**config.mk**
```make
export PLATFORM = sky130hd
export DESIGN_NAME = ov_fifo_reader
export DESIGN_NICKNAME = d
export VERILOG_FILES = /design/src/rtl/ov_fifo_reader.sv
export SDC_FILE = /design/constraint.sdc
export NUM_CORES = 1
export LEC_CHECK = 0
export ABC_AREA = 1
export BUFFER_PORTS_ARGS = -buffer_cell sky130_fd_sc_hd__buf_4
export CORE_ASPECT_RATIO = 1.5
export CORE_MARGIN = 2
export CORE_UTILIZATION = 50
export CTS_BUF_LIST = sky130_fd_sc_hd__clkbuf_4 sky130_fd_sc_hd__clkbuf_8 sky130_fd_sc_hd__clkbuf_16
export CTS_CLUSTER_SIZE = 40
export DETAILED_ROUTE_END_ITERATION = 10
export HOLD_SLACK_MARGIN = 0.06
export PLACE_DENSITY = 0.74
export REMOVE_ABC_BUFFERS = 1
export SETUP_SLACK_MARGIN = 0.15
export SLEW_MARGIN = 15
export SYNTH_ARGS = -nofsm -noshare
export SYNTH_HDL_FRONTEND = slang
export SYNTH_SLANG_ARGS = --single-unit
```
**constraint.sdc**
```tcl
create_clock -name sys_clk -period 1.5 [get_ports sys_clk]
set_clock_uncertainty 0.05 [all_clocks]
set_input_delay 0 -clock sys_clk [delete_from_list [all_inputs] [get_ports sys_clk]]
set_output_delay 0 -clock sys_clk [all_outputs]
set_load 0.01 [all_outputs]
```
**src/rtl/ov_fifo_reader.sv**
```systemverilog
// Read side of the camera frame buffer: drains one frame from an AL422B-style FIFO onto a byte stream.
// Optional 4-byte frame header (FF 00 FF AA) ahead of the pixels when OV_FRAME_HEADER_EN is defined.
module ov_fifo_reader #(
    parameter int FRAME_BYTES = 614400,
    parameter int RCLK_DIV    = 4,
    parameter int RRST_CLKS   = 2
) (
    input  logic       sys_clk,
    input  logic       rst,
    input  logic       new_frame,
    input  logic [7:0] fifo_data,
    output logic       rclk,
    output logic       rrst,
    output logic [7:0] out_data,
    output logic       out_valid,
    input  logic       out_ready,
    output logic       frame_read,
    output logic       busy
);

    // state | meaning
    // IDLE  | waiting for new_frame
    // PRST  | rrst low, RRST_CLKS rclk pulses rewind the FIFO read pointer
    // HDR   | header bytes on the stream, rclk held low (header builds only)
    // RD_HI | rclk high phase; the FIFO byte is captured on its last cycle
    // WAIT  | byte offered on the stream, rclk low until it is accepted
    // RD_LO | remainder of the rclk low phase before the next read
    // DONE  | one-cycle frame_read pulse

    localparam int CNT_W  = $clog2(FRAME_BYTES + 1);
    localparam int TMR_W  = (RCLK_DIV > 2) ? $clog2(RCLK_DIV) : 1;
    localparam int RISE_W = (RRST_CLKS > 1) ? $clog2(RRST_CLKS + 1) : 1;

    localparam logic [CNT_W-1:0]  LAST_BYTE = CNT_W'(FRAME_BYTES - 1);
    localparam logic [TMR_W-1:0]  PHASE_END = TMR_W'(RCLK_DIV - 1);
    localparam logic [TMR_W-1:0]  LO_END    = TMR_W'(RCLK_DIV - 2);
    localparam logic [RISE_W-1:0] RISE_LAST = RISE_W'(RRST_CLKS);

    typedef enum logic [2:0] {
        IDLE,
        PRST,
        RD_HI,
        WAIT,
        RD_LO,
`ifdef OV_FRAME_HEADER_EN
        HDR,
`endif
        DONE
    } state_t;

    state_t              state;
    logic [CNT_W-1:0]    byte_cnt;
    logic [TMR_W-1:0]    timer;
    logic [RISE_W-1:0]   rise_cnt;

`ifdef OV_FRAME_HEADER_EN
    logic [1:0] hdr_idx;

    function automatic logic [7:0] hdr_byte(input logic [1:0] idx);
        logic [7:0] b;
        case (idx)
            2'd0:    b = 8'hFF;
            2'd1:    b = 8'h00;
            2'd2:    b = 8'hFF;
            default: b = 8'hAA;
        endcase
        return b;
    endfunction
`endif

    always_ff @(posedge sys_clk or posedge rst) begin
        if (rst) begin
            state      <= IDLE;
            byte_cnt   <= '0;
            timer      <= '0;
            rise_cnt   <= '0;
            rclk       <= 1'b0;
            rrst       <= 1'b1;
            out_data   <= 8'h00;
            out_valid  <= 1'b0;
            frame_read <= 1'b0;
            busy       <= 1'b0;
`ifdef OV_FRAME_HEADER_EN
            hdr_idx    <= 2'd0;
`endif
        end else begin
            frame_read <= 1'b0;
            case (state)
                IDLE: begin
                    if (new_frame) begin
                        state    <= PRST;
                        byte_cnt <= '0;
                        timer    <= '0;
                        rise_cnt <= '0;
                        rclk     <= 1'b0;
                        rrst     <= 1'b0;
                        busy     <= 1'b1;
                    end
                end

                PRST: begin
                    // One rrst setup cycle with rclk low precedes the first rising edge.
                    if (!rclk && rise_cnt == '0) begin
                        rclk     <= 1'b1;
                        rise_cnt <= RISE_W'(1);
                        timer    <= '0;
                    end else if (timer == PHASE_END) begin
                        timer <= '0;
                        if (rclk) begin
                            rclk <= 1'b0;
                        end else if (rise_cnt == RISE_LAST) begin
                            rrst <= 1'b1;
`ifdef OV_FRAME_HEADER_EN
                            state     <= HDR;
                            hdr_idx   <= 2'd0;
                            out_data  <= hdr_byte(2'd0);
                            out_valid <= 1'b1;
`else
                            rclk  <= 1'b1;
                            state <= RD_HI;
`endif
                        end else begin
                            rclk     <= 1'b1;
                            rise_cnt <= rise_cnt + RISE_W'(1);
                        end
                    end else begin
                        timer <= timer + TMR_W'(1);
                    end
                end

`ifdef OV_FRAME_HEADER_EN
                HDR: begin
                    if (out_valid && out_ready) begin
                        if (hdr_idx == 2'd3) begin
                            // RD_LO stretches the rclk low time before the first pixel read.
                            out_valid <= 1'b0;
                            timer     <= '0;
                            state     <= RD_LO;
                        end else begin
                            hdr_idx  <= hdr_idx + 2'd1;
                            out_data <= hdr_byte(hdr_idx + 2'd1);
                        end
                    end
                end
`endif

                RD_HI: begin
                    if (timer == PHASE_END) begin
                        timer     <= '0;
                        rclk      <= 1'b0;
                        out_data  <= fifo_data;
                        out_valid <= 1'b1;
                        state     <= WAIT;
                    end else begin
                        timer <= timer + TMR_W'(1);
                    end
                end

                WAIT: begin
                    if (out_valid && out_ready) begin
                        out_valid <= 1'b0;
                        byte_cnt  <= byte_cnt + CNT_W'(1);
                        timer     <= '0;
                        if (byte_cnt == LAST_BYTE) begin
                            frame_read <= 1'b1;
                            state      <= DONE;
                        end else begin
                            state <= RD_LO;
                        end
                    end
                end

                RD_LO: begin
                    // The accept cycle in WAIT already counted as one low cycle.
                    if (timer == LO_END) begin
                        timer <= '0;
                        rclk  <= 1'b1;
                        state <= RD_HI;
                    end else begin
                        timer <= timer + TMR_W'(1);
                    end
                end

                DONE: begin
                    busy  <= 1'b0;
                    state <= IDLE;
                end

                default: begin
                    state <= IDLE;
                end
            endcase
        end
    end

endmodule

```
# Yosys cells after proc, flatten, opt, wreduce, memory -nomap -nowiden
# Cells that the tools add are included.
[op_classes]
n_reduce_logical = 20
n_eq_ne = 20
addsub = 3
mux = 44
[ops]
columns = ["cell", "count"]
rows = [
  ["20-bit two-way mux", 2],
  ["20-bit case mux with 2 select lines", 1],
  ["3-bit two-way mux", 8],
  ["20-bit by 1-bit adder with 20-bit output (second input constant)", 1],
  ["20-bit equality test (second input constant)", 1],
  ["2-bit two-way mux", 9],
  ["1-bit two-way mux", 17],
  ["2-bit inequality test (second input constant)", 8],
  ["3-bit case mux with 5 select lines", 1],
  ["2-bit case mux with 5 select lines", 1],
  ["5-bit AND reduction", 2],
  ["3-bit inequality test (second input constant)", 3],
  ["3-bit AND reduction", 3],
  ["8-bit AND reduction", 1],
  ["2-bit nonzero test", 4],
  ["2-bit equality test (second input constant)", 3],
  ["3-bit by 2-bit equality test with 1-bit output (second input constant)", 2],
  ["3-bit equality test (second input constant)", 2],
  ["1-bit case mux with 2 select lines", 3],
  ["6-bit AND reduction", 1],
  ["5-bit nonzero test", 1],
  ["2-bit by 1-bit adder with 2-bit output (second input constant)", 2],
  ["1-bit case mux with 4 select lines", 1],
  ["2-bit case mux with 2 select lines", 1],
  ["other kinds (7)", 9],
]
[totals]
ff_bits = 40
out_inout_bits = 13
elab_cells = 97
input_bits = 12

# Logic depth before layout (Yosys ltp)
[logic_depth]
depth_word = 6
ltp_mapped = 11
mapped_depth_nobuf = 11

# Worst setup path before layout
# Ideal clock, no wire load.
[synth_timing]
path_type = "register to register"
start = "reg byte_cnt[0]"
end = "reg byte_cnt[10]"
required_time_ns = 1.330
setup_time_ns = 0.120
stages_incl_launch_ff = 9
period_less_slack_ns = 1.450
arrival_time_ns = 1.281
setup_slack_ns = 0.050
n_path_buf = 0
cell_sequence = "dfrtp_1 > ha_1 > nand3_1 > inv_1 > nand2_1 > nor2_1 > nand2_1 > o21ai_0 > nor2_1"
[synth_between]
elab_chain_len = 3
[synth_lines]
columns = ["item", "line_no", "text"]
rows = [
  ["start, declared", "52", "logic [CNT_W-1:0] byte_cnt;"],
  ["start signal, assigned", "162", "byte_cnt <= byte_cnt + CNT_W'(1);"],
  ["20-bit by 1-bit adder with 20-bit output", "162", ""],
  ["20-bit two-way mux", "160", "if (out_valid && out_ready) begin"],
  ["20-bit case mux with 2 select lines", "88", "case (state)"],
]
# Every way passes these cells. The select of a mux whose other input is x is not followed.
# A chain may end at the register's enable or synchronous reset.

# Worst setup path after layout
[layout_timing]
start = "reg state[0]"
end = "reg byte_cnt[14]"
[layout_between]
elab_chain_len = 3
word_cells_on_any_way = 7
classes_between = "3 x eq/ne; 1 x mux; 3 x reduce/logical"
[layout_lines]
columns = ["item", "line_no", "text"]
rows = [
  ["start, declared", "51", "state_t state;"],
  ["start signal, assigned", "73", "state <= IDLE;"],
  ["start signal, assigned", "91", "state <= PRST;"],
  ["start signal, assigned", "120", "state <= RD_HI;"],
  ["3-bit by 2-bit equality test with 1-bit output / 3-bit logical NOT (equally long branches)", "88", ""],
  ["2-bit inequality test (no line) / 2-bit nonzero test (equally long branches)", "-", ""],
  ["3-bit AND reduction (no line)", "-", ""],
]
# Several ways; a longest one is shown, not always the timed one.

==> implementation parameters <==
Parameter                              Value

Finish
  Area used by multi-input combinational logic    around 1400 sq um
  Area added between synthesis and finish    50.7%
  Layout filler cell count    around 290
  Number of nets in the layout    ~420
  Non-filler cells, final    around 450
  Ratio of cells with drive above 1 in the final layout    0.415
  Area taken by flip-flops and latches    between 1000 and 1500 sq um
  Diodes inserted    0
  Final Util    0.779

Setup path
  Max FO, Critical Path    6
  Startpoint of the most critical setup path    state[0]
  Reg2Reg Launch Point    state[0]
  Depth of the most critical reg-to-reg path    9
  Data arrival, critical path    approximately 1.8 ns
  Data required time at the worst endpoint    ~1.6 ns
  Kind of capture point of the worst setup path    flip-flop
  Type of origin of the critical path    flip-flop
  Worst setup path end    byte_cnt[14]
  Minimum setup slack among reg-to-reg paths    -0.15 ns
  Worst R2R End    byte_cnt[14]
  Kind of critical path    reg2reg

Timing
  Final setup TNS    -1.73 ns
  Fraction of the cycle the final worst path needs    1.10
  Pins over their slew limit    0
  Tightest hold margin    around 0.17 ns
  Transition time at the pin with the least slew margin    between 0.5 and 0.6 ns
  Total count of hold-check failures in the final report    0
  Post-layout min period    1.65 ns
  Relative slew margins    0.661
  Final setup fails    25
  Maximum achievable frequency    slightly above 600 MHz
  Setup repair after global routing missed its margin    true
  Crit path setup slack, layout    -0.153 ns

Global route
  Aggregate global-route resource usage    0.252
  Peak-usage layer in the global routing report    met2
  Grt met1 use    0.265
  Largest net degree at the start of global routing    41
  GRT met3 Usage    0.0473
  Wire length of the first global-routing pass    roughly 10 mm
  Routing usage on met2    0.462
  Antenna violations before repair    0
  Vias in the first global route    approximately 2400
  Total global routing overflow    0

Placement
  Final HPWL from detailed placement    between 3 and 4 mm
  Placed Cells    413
  Count of buffers from port buffering    24
  Placer congestion estimate    between 0.8 and 0.9

Logic synthesis
  Sequential-to-total area share from yosys stat    0.430
  Number of enable flip-flop cells after synthesis    0
  Top cell types by occurrence after synthesis    84 x sky130_fd_sc_hd__nand2_1, 42 x sky130_fd_sc_hd__inv_1, 41 x sky130_fd_sc_hd__nor2_1
  Gate Count Post-Synth    310
  Cell with the most instances after synthesis    sky130_fd_sc_hd__nand2_1
  Yosys warnings    0
  Post-synthesis instance area    approximately 2300 sq um
  Leading area contributor after synthesis    sky130_fd_sc_hd__dfrtp_1
  Largest cells by area after synthesis    sky130_fd_sc_hd__dfrtp_1 42%, sky130_fd_sc_hd__nand2_1 14%, sky130_fd_sc_hd__inv_1 6.8%, sky130_fd_sc_hd__nor2_1 6.6%, sky130_fd_sc_hd__nand3_1 4.7%
  Mean instance size in the synthesized netlist    between 7 and 8 sq um
  Count of state elements after synthesis    40
  Top flip-flop cell by instance count after synthesis    sky130_fd_sc_hd__dfrtp_1
  Distinct cells, synth    25
  Fraction of registers with async set/reset    1.00
  Portion of synthesized cell area occupied by the leading cell type    0.419

Floorplanning
  Ports    25
  Chip Width    59.7 microns
  Die Footprint    5230 sq um
  Standard-cell rows    30
  Starting density of the core    0.517
  Core Box Area    around 4500 sq um
  Die Height    roughly 88 microns

Detailed routing
  Routed wire length    roughly 6.8 mm
  Number of DRC markers after the initial detailed-route iteration    145
  Remaining routing DRC violations    0
  Count of vias placed by the detailed router    2469
  Via count normalized by instance count    approximately 5.5
  Number of nets still failing antenna checks after routing    0
  Number of iterations in the first detailed-routing pass    4
  Wire length per cell    about 15 microns

Pwr
  Reg power frac    0.228
  Sw Ratio    0.417
  Leakage dissipation    1.68 nW
  Total power draw    0.00694 W
  PD cells    1980 nW/um^2
  Share of total power in the clock network    0.132
  Power share of the combinational group    0.639
  Internal power component    between 0.004 and 0.005 W
  Sw Pwr    between 0.002 and 0.003 W
  Worst vdd rail ir drop    ~1.4 mV

Outcome
  Outcome    finished, violations left
  Violations in the final reports    setup timing

Clocking
  H-tree level count    2
  Total clock buffers created by CTS    5
  CTS tree    yes
  Maximum number of buffers from clock root to sink    2
  Clk pin slew, worst setup/hold paths    approximately 0.080 ns
  Clock sinks    40
  Library cell used as clock root buffer    sky130_fd_sc_hd__clkbuf_8
  Clk Latency, worst-skew pair    around 0.30 ns

Min path
  Type of the tightest min-delay check    in2reg
  WHS Path Cells    5

Run
  # Max-Cap Violations    0
worst min path at each step:
stage                   start            to
floorplan           out_ready    frame_read
global placement          rst  byte_cnt[18]
CTS                 new_frame          rrst
global route        new_frame          rrst
detailed placement        rst  byte_cnt[18]
finish              new_frame          rrst
power by group through the flow:
stage / Combinational [W] / Sequential, W / Clock, W
after CTS: 0.00338 / 0.00156 / 0.000932
after floorplan: 0.00134 / 0.00160 / 0
after global routing: 0.00471 / 0.00161 / 0.000985
after global placement: 0.00257 / 0.00154 / 0
final: 0.00443 / 0.00158 / 0.000918
after detailed placement: 0.00260 / 0.00155 / 0
stage by stage:
| step | setup WS, ns | area [sq um] |
|---|---|---|
| 2_1_floorplan | -0.598 | 2290 |
| 3_3_place_gp | 0.00393 | 2820 |
| 3_5_place_dp | -0.0457 | 2820 |
| 4_1_cts | -0.0295 | 3230 |
| 5_1_grt | -0.162 | 3510 |
| 6_report | -0.153 | 3510 |
worst max-delay path, stage by stage, from the launching register on:
cell and delay (ns):
sky130_fd_sc_hd__dfrtp_2 0.45, sky130_fd_sc_hd__buf_6 0.13, sky130_fd_sc_hd__nor2_4 0.13, sky130_fd_sc_hd__nand3_2 0.12, sky130_fd_sc_hd__nand2_2 0.14, sky130_fd_sc_hd__nor2_4 0.07, sky130_fd_sc_hd__buf_12 0.14, sky130_fd_sc_hd__buf_16 0.13
sky130_fd_sc_hd__nand4_1 0.09, sky130_fd_sc_hd__o21ai_2 0.07
what timing repair did:
| item | in CTS | in global routing |
|---|---|---|
| buffers inserted | 5 | 10 |
| setup endpoints to repair | 40 | 40 |
| gates resized for setup | 34 | 68 |
| hold buffers | 10 | 0 |
| gates cloned | 2 | 0 |
| hold endpoints to repair | 48 | 0 |
| pin swaps | 16 | 10 |
cell type report:
type                            count  area share
Multi-Input combinational cell    221       0.392
Sequential cell                    40       0.286
Timing Repair Buffer               88       0.225
Inverter                           43      0.0467
Clock buffer                        5      0.0196
Tap cell                           48      0.0171
Clock inverter                      3      0.0132
metal layers:
| metal | part of all wire | routed length, microns |
|---|---|---|
| met5 | 0 | 0 |
| met4 | 0.048 | 330 |
| met3 | 0.038 | 260 |
| met2 | 0.57 | 3890 |
| met1 | 0.35 | 2370 |
placed cells by master, fill, tap and decap left out, drive strengths merged:
cell          n
dfrtp        39
a21oi        11
ha            8
nor2         42
o22ai         2
clkbuf        5
clkinvlp      1
nand4        17
buf          78
a22oi         2
nand3        23
o21ai        18
inv          44
mux2          8
nor3          3
dfstp         1
bufinv        1
o21bai        1
dlygate4sd3  10
nand2        86
state kept, by name (all words and copies together), names as in the netlist:
name,count
byte_cnt,20
out_data,8
out_valid,1
busy,1
frame_read,1
rclk,1
rrst,1
timer,2
state,3
rise_cnt,2
cells by family (layout without fill, tap and decap cells):
| group | after synthesis | count (layout) | synth area share |
|---|---|---|---|
| and+or+nand+nor | 171 | 171 | 0.313 |
| buffers and inverters | 49 | 139 | 0.0876 |
| DFF | 40 | 40 | 0.430 |
| AOI/OAI and AO/OA | 34 | 34 | 0.0870 |
| adders and majority gates | 8 | 8 | 0.0430 |
| muxes | 8 | 8 | 0.0387 |
Power figures use the tool's default switching activity.
